==> config.mk <==
export PLATFORM = sky130hd
export DESIGN_NAME = onehot_decoder_seq
export DESIGN_NICKNAME = d
export VERILOG_FILES = /design/src/rtl/onehot_decoder_seq.sv
export SDC_FILE = /design/constraint.sdc
export NUM_CORES = 1
export LEC_CHECK = 0
export CELL_PAD_IN_SITES_DETAIL_PLACEMENT = 0
export CELL_PAD_IN_SITES_GLOBAL_PLACEMENT = 2
export CORE_ASPECT_RATIO = 1.2
export CORE_MARGIN = 5
export CORE_UTILIZATION = 30
export DETAILED_ROUTE_END_ITERATION = 8
export PLACE_DENSITY = 0.76
export SKIP_LAST_GASP = 1
export SLEW_MARGIN = 20
export SYNTH_ARGS = -nofsm -noshare
export SYNTH_HDL_FRONTEND = slang
export SYNTH_SLANG_ARGS = --single-unit
==> constraint.sdc <==
create_clock -name clk -period 3.7 [get_ports clk]
set_clock_uncertainty 0.05 [all_clocks]
set_input_delay 0.555 -clock clk [delete_from_list [all_inputs] [get_ports clk]]
set_output_delay 0.555 -clock clk [all_outputs]
set_load 0.005 [all_outputs]
==> src/rtl/onehot_decoder_seq.sv <==
// onehot_decoder_seq: buffered 2-to-4 decoder playing each code as a held one-hot pulse
module onehot_decoder_seq #(
  parameter int DEPTH = 4,
  parameter int HOLD_W = 4
) (
  input  logic                       clk,
  input  logic                       rst,
  input  logic                       in_valid,
  input  logic [1:0]                 in_code,
  output logic                       in_ready,
  input  logic [HOLD_W-1:0]          hold_cycles,
  output logic [3:0]                 Y,
  output logic                       busy,
  output logic [$clog2(DEPTH+1)-1:0] count
);
  localparam int CW = $clog2(DEPTH + 1);
  localparam int PW = $clog2(DEPTH);
  localparam logic IDLE = 1'b0;
  localparam logic DRIVE = 1'b1;
  logic [1:0]        mem [DEPTH];
  logic [PW-1:0]     wr_ptr, rd_ptr;
  logic              state;
  logic [HOLD_W-1:0] cnt, cnt_load;
  logic              push, pop;
  logic [3:0]        y_load;
  // handshake, pop decision from registered occupancy, and next pulse shape
  always_comb begin
    in_ready = (count != CW'(DEPTH)) && !rst;
    push = in_valid && in_ready;
    pop = (count != '0) && ((state == IDLE) || (cnt == '0));
    cnt_load = (hold_cycles == '0) ? '0 : hold_cycles - 1'b1;
    y_load = 4'b0001 << mem[rd_ptr];
  end
  // FIFO storage needs no reset; stale entries are never read
  always_ff @(posedge clk) begin
    if (push) mem[wr_ptr] <= in_code;
  end
  // FIFO pointers and occupancy
  always_ff @(posedge clk or posedge rst) begin
    if (rst) begin
      wr_ptr <= '0;
      rd_ptr <= '0;
      count <= '0;
    end else begin
      if (push) wr_ptr <= wr_ptr + 1'b1;
      if (pop) rd_ptr <= rd_ptr + 1'b1;
      count <= (push && !pop) ? count + 1'b1 : (pop && !push) ? count - 1'b1 : count;
    end
  end
  // pulse sequencer: load on pop, count down the hold, chain codes without gaps
  always_ff @(posedge clk or posedge rst) begin
    if (rst) begin
      state <= IDLE;
      Y <= '0;
      cnt <= '0;
    end else if (state == IDLE) begin
      if (pop) begin
        Y <= y_load;
        cnt <= cnt_load;
        state <= DRIVE;
      end
    end else if (cnt != '0) begin
      cnt <= cnt - 1'b1;
    end else if (pop) begin
      Y <= y_load;
      cnt <= cnt_load;
    end else begin
      Y <= '0;
      state <= IDLE;
    end
  end
  assign busy = (state == DRIVE);
endmodule

==> metrics.yaml, run 1 <==
critical_path:
  path_cells: "inv_1, ha_1, nand2b_1, o21a_1, nor2_1, inv_1, ha_1, inv_1, fa_1, xor2_1, nor2_1, xor2_1"
  cp_slowest_cell: "dfrtp_1"
  slowest_delay_ps: 400
  path_buf_inv: 3
  path_class: "flip-flop to flip-flop"
  cp.arrival_ps: 2640
  worstSetupStartpointType: "flip-flop"
  path_max_fanout: 5
  worstPathRequired_ps: 3840
  rrSetupSlack_ps: 1200
  worst_path_most_repeated_cell: "inv_1"
  path_delay_family: "adder cells"
  crit_path_end_kind: "flip-flop"
clock_tree:
  ctsRootBufferMaster: "clkbuf_8"
  cts_buffers: 3
  cts_sinks: 24
  clk-insertion-delay-late_ps: 260
  clk_path_buf_depth: 2
  cts_tree: "built"
  clkTransAtPathRegs_ps: 80
  cts_setup_buffers: 0
  holdBufCountCts: 0
  cts_resized: 0
  cts_max_level: 1
logic_synthesis:
  ys_ff_latch: 24
  yosysTopAreaCell: "dfrtp_1"
  synth-edff-count: 8
  syn-instance-count: 99
  avgSynthCellArea_um2: 12.1
  synth_flop_cell: "dfrtp_1"
  post_synth_main_area_contributors: "dfrtp_1 (34%), edfxtp_1 (20%), ha_1 (6.3%)"
  yosysSeqAreaShare_pct: 53.6
  async_flop_share_pct: 66.7
  synth_cell_types: 37
  synth_top_area_share_pct: 33.5
  netlist_area_um2: 1190
  syn_nets: 115
  yosys_warnings: 0
timing:
  rsz0062_at_grt: "false"
  fin_crit_sh_pct: 67.6
  min_period_ps: 2500
  relSlewSlack_pct: 56.4
  hold_violations: 0
  finalHoldWorstSlack_ps: 429
  fmaxAchievable_ghz: 0.400
  fin_tns_setup_ps: 0
  finalSetupViolCount: 0
  drv_slew: 0
  worst_pin_slew_ps: 653
global_routing:
  grt_max_degree: 17
  gr-total-overflow: 0
  grt_pass1_vias: 887
  grt_pass1_wl_mm: 4.18
  antenna_found_initial: 0
  grt_util_all_layers_pct: 10.5
flow_run:
  cap_violations: 0
power_and_ir_drop:
  ir_worst_vdd_v: 0.000292
  cellPowerDensity_nw_per_um2: 716
  p_leak_uw: 0.000596
place:
  dpl.hpwl_mm: 1.88
  port_buffers: 17
  routabilityCongestion: 0.752
min_path:
  hold_path_class: "flip-flop to flip-flop"
floorplan:
  dieHeight_um: 79.1
  die-area_um2: 5350
  die_x_um: 67.6
  core_area_um2: 3910
  io-pin-count: 18
  row_count: 25
  initial_utilization_pct: 30.6
route:
  dr.pass1.iters: 2
  wl_per_cell_um: 14.0
  drc: 0
  wirelength_mm: 2.44
  via_count: 805
  via_per_inst: 4.63
  antenna_left: 0
  drt-initial-drc-count: 26
outcome:
  status: "finished, final reports clean"
finish:
  drive_gt1_share_pct: 8.33
  nets: 137
  fillerInstances: 392
  area_growth_pct: 24.0
  diodes: 0
-- placed cells by master, fill, tap and decap left out, types with 2 or more instances in the layout --
cell,n
ha_1,6
nand2_1,3
nor3_1,3
mux4_2,2
mux2_2,2
clkbuf_8,3
nor2_1,6
edfxtp_1,8
o21ai_0,5
and3_1,4
xor2_1,2
nand3_1,2
clkdlybuf4s50_1,17
a21oi_1,5
dfrtp_1,16
inv_1,9
xnor2_1,4
-- path summary, 6_finish.rpt --
| kind | from | to | cells past startpoint |
|---|---|---|---|
| setup / recovery | cnt[0]$_DFF_PP0_ | count[2]$_DFFE_PP0P_ | 12 |
| hold / removal | Y[0]$_DFFE_PP0P_ | Y[0]$_DFFE_PP0P_ | 1 |
| setup reg to reg | cnt[0]$_DFF_PP0_ | count[2]$_DFFE_PP0P_ | 12 |
| hold reg to reg | Y[0]$_DFFE_PP0P_ | Y[0]$_DFFE_PP0P_ | 1 |
| max in group asynchronous | rst | Y[2]$_DFFE_PP0P_ | 2 |
| min in group asynchronous | rst | wr_ptr[1]$_DFFE_PP0P_ | 2 |
-- cells in the mapped netlist, types with 2 or more instances --
library cell	number
a21oi_1	5
and3_1	4
dfrtp_1	16
edfxtp_1	8
ha_1	6
inv_1	9
mux2_2	2
mux4_2	2
nand2_1	3
nand3_1	2
nor2_1	6
nor3_1	3
o21ai_0	5
xnor2_1	4
xor2_1	2
-- registers in the layout, indices dropped and copies added (netlist names) --
register	count
mem	8
Y	4
cnt	4
count	3
rd_ptr	2
wr_ptr	2
busy	1
-- cell families (layout without fill, tap and decap cells) --
group | after synthesis | after routing | synth area share, %
flops | 24 | 24 | 53.6
simple gates | 23 | 23 | 10.5
compound gates | 24 | 24 | 13.9
fa+ha+maj | 7 | 7 | 7.96
xor+xnor | 6 | 6 | 4.40
mux | 5 | 5 | 6.49
buf+inv | 10 | 31 | 3.14
-- metrics by stage --
stage / utilization, % / instance area (um2) / setup WS, ps / power [uW] / instances
final: 37.9 / 1480 / 1200 / 1060 / 174
after CTS: 37.9 / 1480 / 1200 / 1080 / 174
after global placement: 36.7 / 1440 / 1070 / 897 / 170
after global routing: 37.9 / 1480 / 998 / 1150 / 174
after detailed placement: 36.7 / 1440 / 939 / 917 / 170
after floorplan: - / 1190 / 1430 / 733 / 99
-- metal layers --
layer | GRT usage [%] | up-vias | part of all wire, %
li1 | - | 406 | -
met2 | 17.6 | 12 | 52
met1 | 12.1 | 383 | 43
met5 | 0 | - | 0
met3 | 2.26 | 4 | 3.5
met4 | 5.48 | 0 | 2.2
-- final cells by class --
| type | count | area [um2] | share of cell area [%] |
|---|---|---|---|
| Sequential cell | 24 | 641 | 43.2 |
| Clock buffer | 4 | 45.0 | 3.04 |
| Timing Repair Buffer | 18 | 178 | 12.0 |
| Inverter | 9 | 33.8 | 2.28 |
| Multi-Input combinational cell | 65 | 517 | 34.9 |
| Tap cell | 54 | 67.6 | 4.56 |
-- report_power, final --
group	switching, uW	leakage [uW]	internal (uW)
sequential	92.7	0.000262	369
clock	79.8	0.0000228	76.9
combinational	201	0.000311	241
total	374	0.000596	687
(Power assumes the default switching activity.)
==> run 2, diff against run 1 <==
- PLACE_DENSITY: 0.76 -> 0.79
- clock period: 3.7 -> 2.3 ns (I/O delays scaled with it)
==> metrics.yaml, run 2 (synthesized netlist as in run 1, its figures left out) <==
route:
  wl_per_cell_um: 13.3
  via_count: 860
  wirelength_mm: 2.45
  antenna_left: 0
  drc: 0
  via_per_inst: 4.65
  dr.pass1.iters: 2
  drt-initial-drc-count: 31
timing:
  worst_pin_slew_ps: 608
  relSlewSlack_pct: 59.4
  finalSetupViolCount: 0
  fin_tns_setup_ps: 0
  rsz0062_at_grt: "true"
  hold_violations: 0
  finalHoldWorstSlack_ps: 429
  worst_slack_ps: 41.0
  min_period_ps: 2260
  fin_crit_sh_pct: 98.2
  fmaxAchievable_ghz: 0.443
  drv_slew: 0
clock_tree:
  clk-insertion-delay-late_ps: 260
  cts_buffers: 3
  cts_max_level: 1
  ctsRootBufferMaster: "clkbuf_8"
  clkTransAtPathRegs_ps: 80
  cts_sinks: 24
  cts_tree: "built"
  clk_path_buf_depth: 2
power_and_ir_drop:
  swShare_pct: 34.7
  p_leak_uw: 0.000652
  seq_power_share_pct: 40.2
  p_int_uw: 1200
  cellPowerDensity_nw_per_um2: 1160
  power.net_switching_uw: 638
  ir_worst_vdd_v: 0.000516
  comb_power_share_pct: 46.1
  power_frac_clock_pct: 13.6
min_path:
  hold_path_class: "input port to async pin"
finish:
  final_cell_mix: "clkdlybuf4s50_1 (17), dfrtp_1 (16), buf_4 (12)"
  area_growth_pct: 32.6
  largest_reg_flops: 8
  diodes: 0
  reg_top3: "mem (8), Y (4), cnt (4)"
  nets: 148
  layout.cells.non_filler: 185
  design_area_um2: 1580
  max_flop_register: "mem"
  layout_commonest_cell: "clkdlybuf4s50_1"
  drive_gt1_share_pct: 21.4
  fillerInstances: 408
critical_path:
  worst_path_most_repeated_cell: "inv_1"
  path_delay_family: "adder cells"
  cp_slowest_cell: "fa_2"
  path_buf_inv: 3
  slowest_delay_ps: 420
  path_cells: "inv_2, ha_2, nand2b_4, o21a_1, nor2_2, inv_1, ha_1, inv_1, fa_2, mux2_2"
  cp.arrival_ps: 2360
  path_class: "flip-flop to flip-flop"
  worstSetupStartpointType: "flip-flop"
  crit_path_end_kind: "flip-flop"
  path_max_fanout: 3
  worstPathRequired_ps: 2410
place:
  post-place-cells: 179
  dpl.hpwl_mm: 1.86
  port_buffers: 17
  dpl_cell_area_um2: 1500
  routabilityCongestion: 0.778
  dp_slack_ps: -22.1
outcome:
  status: "finished, final reports clean"
floorplan:
  row_count: 25
  initial_utilization_pct: 30.6
  core_area_um2: 3910
  dieHeight_um: 79.1
  io-pin-count: 18
  die-area_um2: 5350
  die_x_um: 67.6
global_routing:
  grt_max_degree: 17
  grt_pass1_wl_mm: 3.96
  grt_util_all_layers_pct: 10.2
  antenna_found_initial: 0
  gr-total-overflow: 0
  grt_pass1_vias: 887
flow_run:
  cap_violations: 0
run 2: metrics by stage:
stage | power [uW] | utilization [%]
after detailed placement | 1540 | 38.5
after floorplan | 1180 | -
final | 1840 | 40.5
after CTS | 1810 | 39.6
after global routing | 1990 | 40.5
after global placement | 1520 | 38.5
run 2: power by group through the flow:
stage / combinational, uW / clock (uW) / sequential, uW
2_1_floorplan: 453 / 0 / 726
3_3_place_gp: 786 / 0 / 736
3_5_place_dp: 800 / 0 / 742
4_1_cts: 806 / 266 / 733
5_1_grt: 942 / 286 / 763
6_report: 848 / 251 / 740
run 2: final cells by class:
type | instances | area, um2 | area share (%)
flip-flops and latches | 24 | 641 | 40.4
multi-input cells | 65 | 537 | 33.9
repair buffers | 29 | 260 | 16.4
well taps | 54 | 67.6 | 4.27
clock buffers | 4 | 45.0 | 2.84
inverters | 9 | 33.8 | 2.13
run 2: what timing repair did:
action                     CTS  global route
gates resized for setup      0             7
hold buffers                 0             0
setup buffers                0             2
setup endpoints to repair    0             2
run 2: final timing paths:
path | from | end | slack (ps) | cells past startpoint
max | cnt[0]$_DFF_PP0_ | count[1]$_DFFE_PP0P_ | 40 | 10
min | rst | wr_ptr[1]$_DFFE_PP0P_ | 430 | 2
min reg2reg | Y[0]$_DFFE_PP0P_ | Y[0]$_DFFE_PP0P_ | 430 | 1
max reg2reg | cnt[0]$_DFF_PP0_ | count[1]$_DFFE_PP0P_ | 40 | 10
max in group asynchronous | rst | cnt[2]$_DFF_PP0_ | 1380 | 2
min in group clk | Y[0]$_DFFE_PP0P_ | Y[0]$_DFFE_PP0P_ | 430 | 1
run 2: layer usage:
metal,vias to the layer above,global-route usage (%),wire length [um]
met5,-,0,0
li1,432,-,-
met4,0,6.09,57
met1,409,11.0,1010
met3,5,2.12,63
met2,14,17.6,1320
run 2: worst register-to-register path, stage by stage, from the launching register on:
cell,delay (ps)
dfrtp_1,400
inv_2,80
ha_2,220
nand2b_4,60
o21a_1,200
nor2_2,120
inv_1,70
ha_1,190
inv_1,80
fa_2,420
mux2_2,260
==> run 3, diff against run 2 <==
- CORE_MARGIN: 5 -> default
==> metrics.yaml, run 3 (synthesized netlist as in run 1, its figures left out) <==
critical_path:
  rrSetupSlack_ps: 60
  r2r_start: "cnt[1]$_DFF_PP0_"
  worstSetupStartpointType: "flip-flop"
  worstPathRequired_ps: 2410
  path_max_fanout: 3
  path_cells: "inv_1, ha_2, nand2b_1, o21a_1, nor2_2, inv_2, ha_2, inv_1, fa_2, mux2_2"
  cp_slowest_cell: "fa_2"
  r2r_cells: 10
  path_class: "flip-flop to flip-flop"
  slowest_delay_ps: 420
  r2r-end: "count[1]$_DFFE_PP0P_"
  crit_path_end_kind: "flip-flop"
  cp.arrival_ps: 2360
finish:
  design_area_um2: 1560
  fillerInstances: 377
  max_flop_register: "mem"
  diodes: 0
  final_cell_mix: "clkdlybuf4s50_1 (17), dfrtp_1 (16), buf_4 (11)"
  area_growth_pct: 30.9
  layout.cells.non_filler: 182
  drive_gt1_share_pct: 19.2
  reg_top3: "mem (8), Y (4), cnt (4)"
  seq_area_um2: 641
  largest_reg_flops: 8
  nets: 147
  multi_input_area_um2: 527
  layout_commonest_cell: "clkdlybuf4s50_1"
power_and_ir_drop:
  cellPowerDensity_nw_per_um2: 1160
  total_power_uw: 1810
  ir_worst_vdd_v: 0.000547
  p_int_uw: 1180
  power_frac_clock_pct: 14.2
  seq_power_share_pct: 40.5
  p_leak_uw: 0.000642
  swShare_pct: 34.7
  comb_power_share_pct: 45.3
  power.net_switching_uw: 628
clock_tree:
  clk-insertion-delay-late_ps: 270
  clkTransAtPathRegs_ps: 80
  cts_sinks: 24
  holdBufCountCts: 0
  cts_tree: "built"
  ctsRootBufferMaster: "clkbuf_8"
  clk_path_buf_depth: 2
  cts_buffers: 3
  cts_max_level: 1
floorplan:
  initial_utilization_pct: 32.1
  core_area_um2: 3720
  dieHeight_um: 71.1
  row_count: 24
  io-pin-count: 18
  die-area_um2: 4240
  die_x_um: 59.6
route:
  wl_per_cell_um: 12.5
  dr.pass1.iters: 3
  via_per_inst: 4.85
  drt-initial-drc-count: 17
  wirelength_mm: 2.28
  drc: 0
  antenna_left: 0
  via_count: 882
timing:
  fin_crit_sh_pct: 97.6
  rsz0062_at_grt: "true"
  hold_violations: 0
  min_period_ps: 2240
  drv_slew: 0
  finalHoldWorstSlack_ps: 416
  finalSetupViolCount: 0
  relSlewSlack_pct: 60.0
  fmaxAchievable_ghz: 0.446
  worst_slack_ps: 56.1
  worst_pin_slew_ps: 599
outcome:
  status: "finished, final reports clean"
global_routing:
  grt_pass1_wl_mm: 3.76
  grt_max_degree: 17
  gr-total-overflow: 0
  antenna_found_initial: 0
  grt_pass1_vias: 855
  grt_util_all_layers_pct: 11.8
place:
  routabilityCongestion: 0.724
  post-place-cells: 176
  dpl.hpwl_mm: 1.74
  port_buffers: 17
  dp_slack_ps: -3.96
  dpl_cell_area_um2: 1490
flow_run:
  cap_violations: 0
min_path:
  hold_path_class: "input port to async pin"
==> run 3: changes by cell type in the layout (fill, tap and decap cells not counted), sizes merged <==
cell and change:
buf -1
==> run 3: power groups by stage <==
| stage | sequential [uW] | clock (uW) | combinational [uW] |
|---|---|---|---|
| 2_1_floorplan | 726 | 0 | 453 |
| 3_3_place_gp | 730 | 0 | 774 |
| 3_5_place_dp | 742 | 0 | 786 |
| 4_1_cts | 734 | 268 | 792 |
| 5_1_grt | 756 | 277 | 914 |
| 6_report | 733 | 257 | 819 |
==> run 3: critical path: cells and delay by family, from the launching register on <==
family	cells	cell delay, ps
adders and majority gates	3	780
DFF	1	400
muxes	1	260
and+or+nand+nor	2	230
AOI/OAI and AO/OA	1	220
buffers and inverters	3	200
==> run 3: layer usage <==
layer / wire length, um / up-vias / global-route usage (%)
met2: 1160 / 13 / 19.4
met3: 68 / 5 / 2.74
met1: 1010 / 439 / 14.6
met5: 0 / - / 0
li1: - / 425 / -
met4: 46 / 0 / 5.43
==> run 3: repair_timing <==
item                                    in CTS  in global routing
endpoints found under the setup margin       0                  2
setup buffers                                0                  2
gates resized for setup                      0                  5
==> run 3: area by class of cell <==
| type | instances | share of cell area (%) |
|---|---|---|
| sequential | 24 | 41.0 |
| timing repair buffer | 28 | 16.2 |
| clock buffer | 4 | 2.88 |
| tap | 52 | 4.16 |
| inverter | 9 | 2.16 |
| multi-input combinational | 65 | 33.7 |
==> run 3: worst max-delay path by stage <==
stage | start | endpoint | depth (start not counted)
after floorplan | count[0]$_DFFE_PP0P_ | count[2]$_DFFE_PP0P_ | 9
after global placement | rst | count[2]$_DFFE_PP0P_ | 9
after detailed placement | rst | count[2]$_DFFE_PP0P_ | 9
after CTS | cnt[1]$_DFF_PP0_ | count[1]$_DFFE_PP0P_ | 10
after global routing | cnt[1]$_DFF_PP0_ | count[1]$_DFFE_PP0P_ | 10
final | cnt[1]$_DFF_PP0_ | count[1]$_DFFE_PP0P_ | 10
==> run 3: metrics by stage <==
stage	utilization [%]	TNS, ps
final	42.0	0
after global placement	40.1	0
after CTS	41.3	0
after floorplan	-	0
after global routing	42.0	-57.9
after detailed placement	40.1	-3.96
